<file path="config.mk">
export PLATFORM = sky130hd
export DESIGN_NAME = btn_bounce_gen
export DESIGN_NICKNAME = d
export VERILOG_FILES = /design/src/rtl/btn_bounce_pkg.sv /design/src/rtl/lfsr16.sv /design/src/rtl/btn_bounce_gen.sv
export SDC_FILE = /design/constraint.sdc
export NUM_CORES = 1
export LEC_CHECK = 0
export BUFFER_PORTS_ARGS = -buffer_cell sky130_fd_sc_hd__buf_2
export CORE_ASPECT_RATIO = 1.5
export CORE_MARGIN = 10
export CORE_UTILIZATION = 56
export CTS_CLUSTER_SIZE = 40
export DETAILED_ROUTE_END_ITERATION = 7
export GPL_ROUTABILITY_DRIVEN = 0
export PLACE_DENSITY = 0.76
export SLEW_MARGIN = 5
export SYNTH_ARGS = -nofsm -noshare
export SYNTH_HDL_FRONTEND = slang
export SYNTH_SLANG_ARGS = --single-unit
</file>
<file path="constraint.sdc">
create_clock -name clk -period 2.1 [get_ports clk]
set_clock_uncertainty 0.05 [all_clocks]
set_input_delay 0.42 -clock clk [delete_from_list [all_inputs] [get_ports clk]]
set_output_delay 0.42 -clock clk [all_outputs]
set_load 0.005 [all_outputs]
</file>
<file path="src/rtl/btn_bounce_pkg.sv">
// Shared types and constants for the button-bounce emulator.
package btn_bounce_pkg;

    typedef enum logic [2:0] {
        IDLE    = 3'd0,
        PRESS   = 3'd1,
        HOLD    = 3'd2,
        RELEASE = 3'd3,
        SETTLE  = 3'd4
    } state_t;

    // Fibonacci taps 16,14,13,11 expressed as bit positions 15,13,12,10
    localparam logic [15:0] LFSR_TAPS    = 16'hB400;
    localparam logic [15:0] DEFAULT_SEED = 16'hACE1;

    function automatic int max_int(input int a, input int b);
        return (a > b) ? a : b;
    endfunction

endpackage

</file>
<file path="src/rtl/lfsr16.sv">
// 16-bit Fibonacci LFSR, free-running outside reset; reloads seed on reset.
module lfsr16
    import btn_bounce_pkg::*;
(
    input  logic        clk,
    input  logic        rst,
    input  logic [15:0] seed,
    output logic [15:0] q
);

    always_ff @(posedge clk) begin
        if (rst) q <= seed;
        else     q <= {q[14:0], ^(q & LFSR_TAPS)};
    end

endmodule

</file>
<file path="src/rtl/btn_bounce_gen.sv">
// Button-bounce emulator: one start request -> press bounce, hold, release bounce, settle, done.
// Optional macro BTN_BOUNCE_LFSR_EN randomises the bounce gap from a 16-bit LFSR.
module btn_bounce_gen
    import btn_bounce_pkg::*;
#(
    parameter int          BCNT_W     = 3,
    parameter int          HOLD_W     = 16,
    parameter int          GAP_CYCLES = 4,
    parameter int          GAP_W      = 4,
    parameter logic [15:0] LFSR_SEED  = DEFAULT_SEED
) (
    input  logic              clk,
    input  logic              rst,
    input  logic              start,
    input  logic [BCNT_W-1:0] bounce_n,
    input  logic [HOLD_W-1:0] hold_len,
    output logic              btn,
    output logic              busy,
    output logic              done
);

    // One timer serves both gap and hold timing, so it must cover the widest of them.
    localparam int TMR_W = max_int(HOLD_W, max_int(GAP_W + 1, $clog2(GAP_CYCLES + 1)));
    localparam int EC_W  = BCNT_W + 1;

    if (GAP_CYCLES < 1) begin : g_gap_chk
        $error("GAP_CYCLES must be at least 1");
    end
    if (LFSR_SEED == 16'h0) begin : g_seed_chk
        $error("LFSR_SEED must be nonzero");
    end

    state_t            state_q, state_d;
    logic [TMR_W-1:0]  tmr_q, tmr_d;
    logic [EC_W-1:0]   ecnt_q, ecnt_d;
    logic [BCNT_W-1:0] n_q, n_d;
    logic [HOLD_W-1:0] hold_q, hold_d;
    logic              btn_d, busy_d, done_d;
    logic [TMR_W-1:0]  gap;
    logic [TMR_W-1:0]  hold_eff;
    logic              tick_gap, tick_hold;

`ifdef BTN_BOUNCE_LFSR_EN
    logic [15:0]    lfsr;
    logic [GAP_W:0] gap_q;

    lfsr16 u_lfsr (
        .clk  (clk),
        .rst  (rst),
        .seed (LFSR_SEED),
        .q    (lfsr)
    );

    // Every btn transition is an edge; the gap to the next event is sampled there.
    always_ff @(posedge clk) begin
        if (rst)                gap_q <= (GAP_W + 1)'(1);
        else if (btn_d != btn)  gap_q <= (GAP_W + 1)'(lfsr[GAP_W-1:0]) + (GAP_W + 1)'(1);
    end

    assign gap = TMR_W'(gap_q);
`else
    assign gap = TMR_W'(GAP_CYCLES);
`endif

    assign hold_eff  = (hold_q == '0) ? TMR_W'(1) : TMR_W'(hold_q);
    // Timer reads 1 in the cycle of an edge, so equality marks the cycle before the next event.
    assign tick_gap  = (tmr_q == gap);
    assign tick_hold = (tmr_q == hold_eff);

    always_ff @(posedge clk) begin
        if (rst) begin
            state_q <= IDLE;
            tmr_q   <= '0;
            ecnt_q  <= '0;
            n_q     <= '0;
            hold_q  <= '0;
            btn     <= 1'b0;
            busy    <= 1'b0;
            done    <= 1'b0;
        end else begin
            state_q <= state_d;
            tmr_q   <= tmr_d;
            ecnt_q  <= ecnt_d;
            n_q     <= n_d;
            hold_q  <= hold_d;
            btn     <= btn_d;
            busy    <= busy_d;
            done    <= done_d;
        end
    end

    always_comb begin
        state_d = state_q;
        tmr_d   = tmr_q + TMR_W'(1);
        ecnt_d  = ecnt_q;
        n_d     = n_q;
        hold_d  = hold_q;
        btn_d   = btn;
        busy_d  = busy;
        done_d  = 1'b0;

        case (state_q)
            IDLE: begin
                tmr_d  = '0;
                busy_d = 1'b0;
                // The done cycle is spent in IDLE; a start there must be ignored.
                if (start && !done) begin
                    n_d     = bounce_n;
                    hold_d  = hold_len;
                    ecnt_d  = {bounce_n, 1'b0};
                    btn_d   = 1'b1;
                    busy_d  = 1'b1;
                    tmr_d   = TMR_W'(1);
                    state_d = (bounce_n == '0) ? HOLD : PRESS;
                end
            end
            PRESS: begin
                if (tick_gap) begin
                    btn_d  = ~btn;
                    tmr_d  = TMR_W'(1);
                    ecnt_d = ecnt_q - EC_W'(1);
                    if (ecnt_q == EC_W'(1)) state_d = HOLD;
                end
            end
            HOLD: begin
                if (tick_hold) begin
                    btn_d   = 1'b0;
                    tmr_d   = TMR_W'(1);
                    ecnt_d  = {n_q, 1'b0};
                    state_d = (n_q == '0) ? SETTLE : RELEASE;
                end
            end
            RELEASE: begin
                if (tick_gap) begin
                    btn_d  = ~btn;
                    tmr_d  = TMR_W'(1);
                    ecnt_d = ecnt_q - EC_W'(1);
                    if (ecnt_q == EC_W'(1)) state_d = SETTLE;
                end
            end
            SETTLE: begin
                if (tick_gap) begin
                    done_d  = 1'b1;
                    tmr_d   = '0;
                    state_d = IDLE;
                end
            end
            default: begin
                state_d = IDLE;
                tmr_d   = '0;
                btn_d   = 1'b0;
                busy_d  = 1'b0;
            end
        endcase
    end

endmodule

</file>
=== Yosys cells after proc, flatten, opt, wreduce, memory -nomap -nowiden ===
Index checks and enable logic that the tools add are counted.

* Logic and storage cells: 68
* Memory bits (writable): 0
* Bits in read-only memories: 0
* Bits in registers: 45
* Memories: 0
* Output and inout bits: 3
* Latch bits: 0

* Multiply operators: 0
* Reduce and logical (&&, ||, !) cells: 14
* Equality and inequality tests: 15
* Shift operators: 0
* Add/sub/neg operators: 2
* Bitwise gates (word level): 2
* Divide/modulo/power cells: 0
* $lt $le $gt $ge: 0
* Mux-type cells: 27

{| class="wikitable"
|+ Operators with widths
! cell !! count
|-
| $mux 16 || 4
|-
| $pmux 16 s4 || 1
|-
| $mux 3 || 8
|-
| $add 16x1->16 const B || 1
|-
| $eq 16x16->1 || 1
|-
| $eq 16x3->1 const B || 1
|-
| $logic_not 16->1 || 1
|-
| $pmux 3 s5 || 1
|-
| $ne 2x2->1 const B || 7
|-
| $mux 4 || 3
|-
| $pmux 4 s3 || 1
|-
| $logic_not 3->1 || 3
|-
| $reduce_and 4->1 || 2
|-
| $reduce_and 7->1 || 1
|-
| $eq 3x2->1 const B || 2
|-
| $mux 1 || 6
|-
| $eq 4x1->1 const B || 1
|-
| $pmux 1 s4 || 1
|-
| $reduce_or 2->1 || 2
|-
| $reduce_or 4->1 || 1
|-
| $sub 4x1->4 const B || 1
|-
| $eq 3x1->1 const B || 1
|-
| $eq 3x3->1 const B || 1
|-
| $reduce_bool 3->1 || 1
|-
| 7 further kinds || 8
|}

=== Logic depth before layout (Yosys ltp) ===
* Word-level depth: 5
* Depth in mapped cells: 8

=== Worst setup path after synthesis ===
No wires, ideal clock.

* Kind: register to register
* Start point: register tmr_q[0]
* End point: register state_q[1]
* Cell stages (with the launch flop): 9
* Library setup time: 0.117 ns
* Arrival time: 1.732 ns
* Data required time: 1.933 ns
* Path slack: 0.201 ns
* Clock period less this slack: 1.899 ns
* Path through: dfxtp_1 > inv_1 > ha_1 > and4bb_2 > nand4_2 > o21ai_2 > a2bb2oi_2 > o221ai_2 > a32o_1

* Word-level cells in the longest chain between the ends: 3
* Elaborated cells between the ends (all ways): 7
* Classes of those cells: eq/ne (6); reduce/logical (1)

{| class="wikitable"
|+ Ends and longest elaborated chain
! element !! RTL line !! RTL
|-
| start, declared || btn_bounce_gen.sv:34 || <nowiki>logic [TMR_W-1:0] tmr_q, tmr_d;</nowiki>
|-
| start signal, assigned || btn_bounce_gen.sv:82 || <nowiki>tmr_q <= tmr_d;</nowiki>
|-
| $eq 16x3->1 / $eq 16x16->1 (equally long branches) || btn_bounce_gen.sv:67, btn_bounce_gen.sv:68 ||
|-
| $ne 2x2->1 (no line) || n/a ||
|-
| $reduce_and 7->1 (no line) (*) || n/a ||
|-
| end signal, assigned || btn_bounce_gen.sv:81 || <nowiki>state_q <= state_d;</nowiki>
|-
| end, declared || btn_bounce_gen.sv:33 || <nowiki>state_t state_q, state_d;</nowiki>
|}

Every way passes the cells marked *; elsewhere a longest branch is shown, timed or not.
A chain may end at the register's enable or synchronous reset.

=== Worst setup path after layout ===
* Start point: register tmr_q[6]
* End point: register state_q[1]

Same word-level chain as after synthesis.

==> summary.md <==
| Metric | Value |
|---|---|
| Async S/R FF share, synth | 0 |
| # diodes | 0 |
| HPWL Detailed | 4380 microns |
| Slew @ Worst Pin | 0.621 ns |
| Max Freq | 0.499 GHz |
| # IOs | 25 |
| Crit. Startpoint | tmr_q[6] |
| Mapped Area | 0.00247 sq mm |
| Final Max Slew Viols | 0 |
| Mean routed wirelength per cell | 16.5 microns |
| Die Wd | 74.3 microns |
| Hold buffer count at cts | 0 |
| Worst-skew pair later-pin latency | 0.31 ns |
| Worst hold path class | input port to flop |
| Final ANT Viol Nets | 0 |
| CTS Buf Count | 5 |
| Pleak | 1.14 nW |
| Final Critical Period | 2.00 ns |
| Initial antenna violation count | 0 |
| Top_reg_cell synth | dfxtp_1 |
| Starting Density | 0.583 |
| Die area | 0.00753 sq mm |
| Grt ovf | 0 |
| Yosys top cell area share | 0.364 |
| Hold Violations, Final | 0 |
| Core ar. | 0.00425 sq mm |
| Final #Nets | 359 |
| Register Area | 908 sq um |
| 1st-iter DRT viols | 148 |
| Ys Warns | 0 |
| PD cells | 1110 mW/mm^2 |
| R2r startpoint | tmr_q[6] |
| Max VDD drop | 869 uV |
| R2R depth | 8 |
| Critical path type | flop to flop |
| Yosys reg bits | 45 |
| Dpl cells | 366 |
| Top cell types by occurrence after synthesis | nand2_1 (51), dfxtp_1 (45), a21oi_1 (30), nor2_1 (23), xnor2_1 (18) |
| IO buf count | 24 |
| Critical Path Start Type | flop |
| GRT Resource Usage Total | 0.170 |
| Largest net degree at the start of global routing | 32 |
| Root Buffer Master | clkbuf_8 |
| Top cells by area, synth | dfxtp_1 (36%), nand2_1 (7.7%), xnor2_1 (6.4%), a21oi_1 (6.1%), a211oi_2 (4.6%) |
| Area added between synthesis and finish | 18.4% |
| Die height | 101 microns |
| CTS tree | done |
| WP data required | 2.26 ns |
| Max clock buf depth | 2 |
| Unique masters post-synth | 50 |
| Number of flops mapped to enable cells by yosys | 0 |
| Drt drc | 0 |
| Synthesized Nets | 319 |
| First-pass GRT wire length | 10,400 microns |
| H-tree Lvls | 2 |
| Leading area contributor after synthesis | dfxtp_1 |
| Post-synthesis sequential area ratio | 0.364 |
| Most numerous cell in the Yosys netlist | nand2_1 |
| CP Max Fanout | 4 |
| Vias post-DR | 2,255 |
| Design Power | 0.00325 W |
| Via/cell ratio | 5.93 |
| Detailed Routing Iterations Pass 1 | 4 |
| Syn Inst Count | 293 |
| Hold Path Depth | 3 |
| Final wirelength | 6280 microns |
| Hold Startpoint | hold_len[6] |
| CP Capture Type | flop |
| Vias in the first global route | 2,257 |
| WP data arrival | 2.16 ns |
| Fraction of layout cells with a size suffix above 1 | 0.287 |
| Crit share post-route | 0.954 |
| Run status | finished, final reports clean |
| Worst rel slew slack | 0.585 |
| CTS clk-pin slew, worst paths | 0.10 ns |
| Final setup viols | 0 |
| Layout fillers | 337 |
| Fin cells | 380 |
| Std cell rows | 29 |
| Avg Inst Size Synth | 8.44 sq um |
| Max_cap viols | 0 |
| Area of the multi-input gates | 0.00152 sq mm |
| Sinks on Clock Net | 45 |
[layer usage]
| metal | vias to the layer above | part of all wire | GRT usage |
|---|---|---|---|
| met3 | 20 | 0.029 | 0.0362 |
| met1 | 1086 | 0.42 | 0.207 |
| li1 | 1104 | - | - |
| met4 | 0 | 0.026 | 0.0692 |
| met2 | 45 | 0.53 | 0.283 |
| met5 | - | 0 | 0 |
[layout by cell type (no fill, tap or decap), types with 2 or more instances in the layout]
| cell type | instances |
|---|---|
| a2111oi_0 | 2 |
| a211oi_1 | 3 |
| a211oi_2 | 11 |
| a21oi_1 | 30 |
| a31oi_1 | 2 |
| and3_1 | 3 |
| buf_2 | 24 |
| buf_4 | 21 |
| clkbuf_8 | 5 |
| dfxtp_1 | 39 |
| dfxtp_2 | 6 |
| ha_1 | 4 |
| inv_1 | 10 |
| inv_6 | 2 |
| mux2_4 | 2 |
| nand2_1 | 51 |
| nand2b_1 | 3 |
| nand3_1 | 5 |
| nand4_1 | 3 |
| nor2_1 | 23 |
| nor2b_1 | 3 |
| nor3_1 | 8 |
| nor4_1 | 4 |
| nor4_2 | 4 |
| o211ai_1 | 2 |
| o22ai_1 | 2 |
| o31a_1 | 2 |
| or2_2 | 3 |
| xnor2_1 | 18 |
| xor2_1 | 12 |
[path summary, 6_finish.rpt]
kind | end | slack, ns
max | state_q[1] | 0.1
min | hold_q[6] | 0.28
max reg2reg | state_q[1] | 0.1
min reg2reg | n_q[2] | 0.43
[power by group]
group,leakage [nW],switching [W],internal (W)
registers,0.370,0.000164,0.000999
clock network,0.0511,0.000350,0.000252
logic,0.723,0.000822,0.000660
total,1.14,0.00134,0.00191
[what timing repair did]
item                                    CTS  global route
hold endpoints to repair                  0             0
gates cloned                              0             1
gates resized for setup                   0            15
endpoints found under the setup margin    5            22
buffers inserted                          0             5
pin swaps                                 1             6
[flip-flops by register name (all words and copies together) (netlist names)]
register,count
n_q,3
ecnt_q,4
btn,1
done,1
state_q,3
tmr_q,16
hold_q,16
busy,1
[per-stage QoR]
step / setup TNS (ns) / hold slack [ns] / worst slack, ns / util / cell area, sq um
floorplan: 0 / 0.386 / 0.201 / - / 2470
global placement: 0 / 0.401 / 0.0183 / 0.641 / 2720
detailed placement: 0 / 0.407 / 0.0327 / 0.641 / 2720
CTS: 0 / 0.280 / 0.0149 / 0.664 / 2820
global route: -0.0718 / 0.280 / -0.0445 / 0.690 / 2930
finish: 0 / 0.278 / 0.0972 / 0.690 / 2930
[kinds of logic (layout without fill, tap and decap cells)]
kind of cell / after synthesis / after routing / synth area share
flops: 45 / 45 / 0.364
simple gates: 117 / 117 / 0.230
xor+xnor: 31 / 31 / 0.113
fa+ha+maj: 4 / 4 / 0.0202
buf+inv: 25 / 65 / 0.0470
mux: 4 / 4 / 0.0207
compound gates: 67 / 68 / 0.205
[worst max-delay path, cell delays in order (launching register included)]
cell,delay [ns]
dfxtp_2,0.36
xor2_1,0.15
nor4_1,0.30
nand4_1,0.23
nor3_4,0.22
buf_4,0.17
buf_4,0.11
o221ai_2,0.08
a32o_1,0.22
[final cells by class]
type / instances / area share
clock inverters: 3 / 0.00982
repair buffers: 47 / 0.106
flip-flops and latches: 45 / 0.310
well taps: 46 / 0.0196
clock buffers: 5 / 0.0235
multi-input cells: 224 / 0.519
inverters: 10 / 0.0128
No activity file was read; power rests on OpenSTA's default activity.
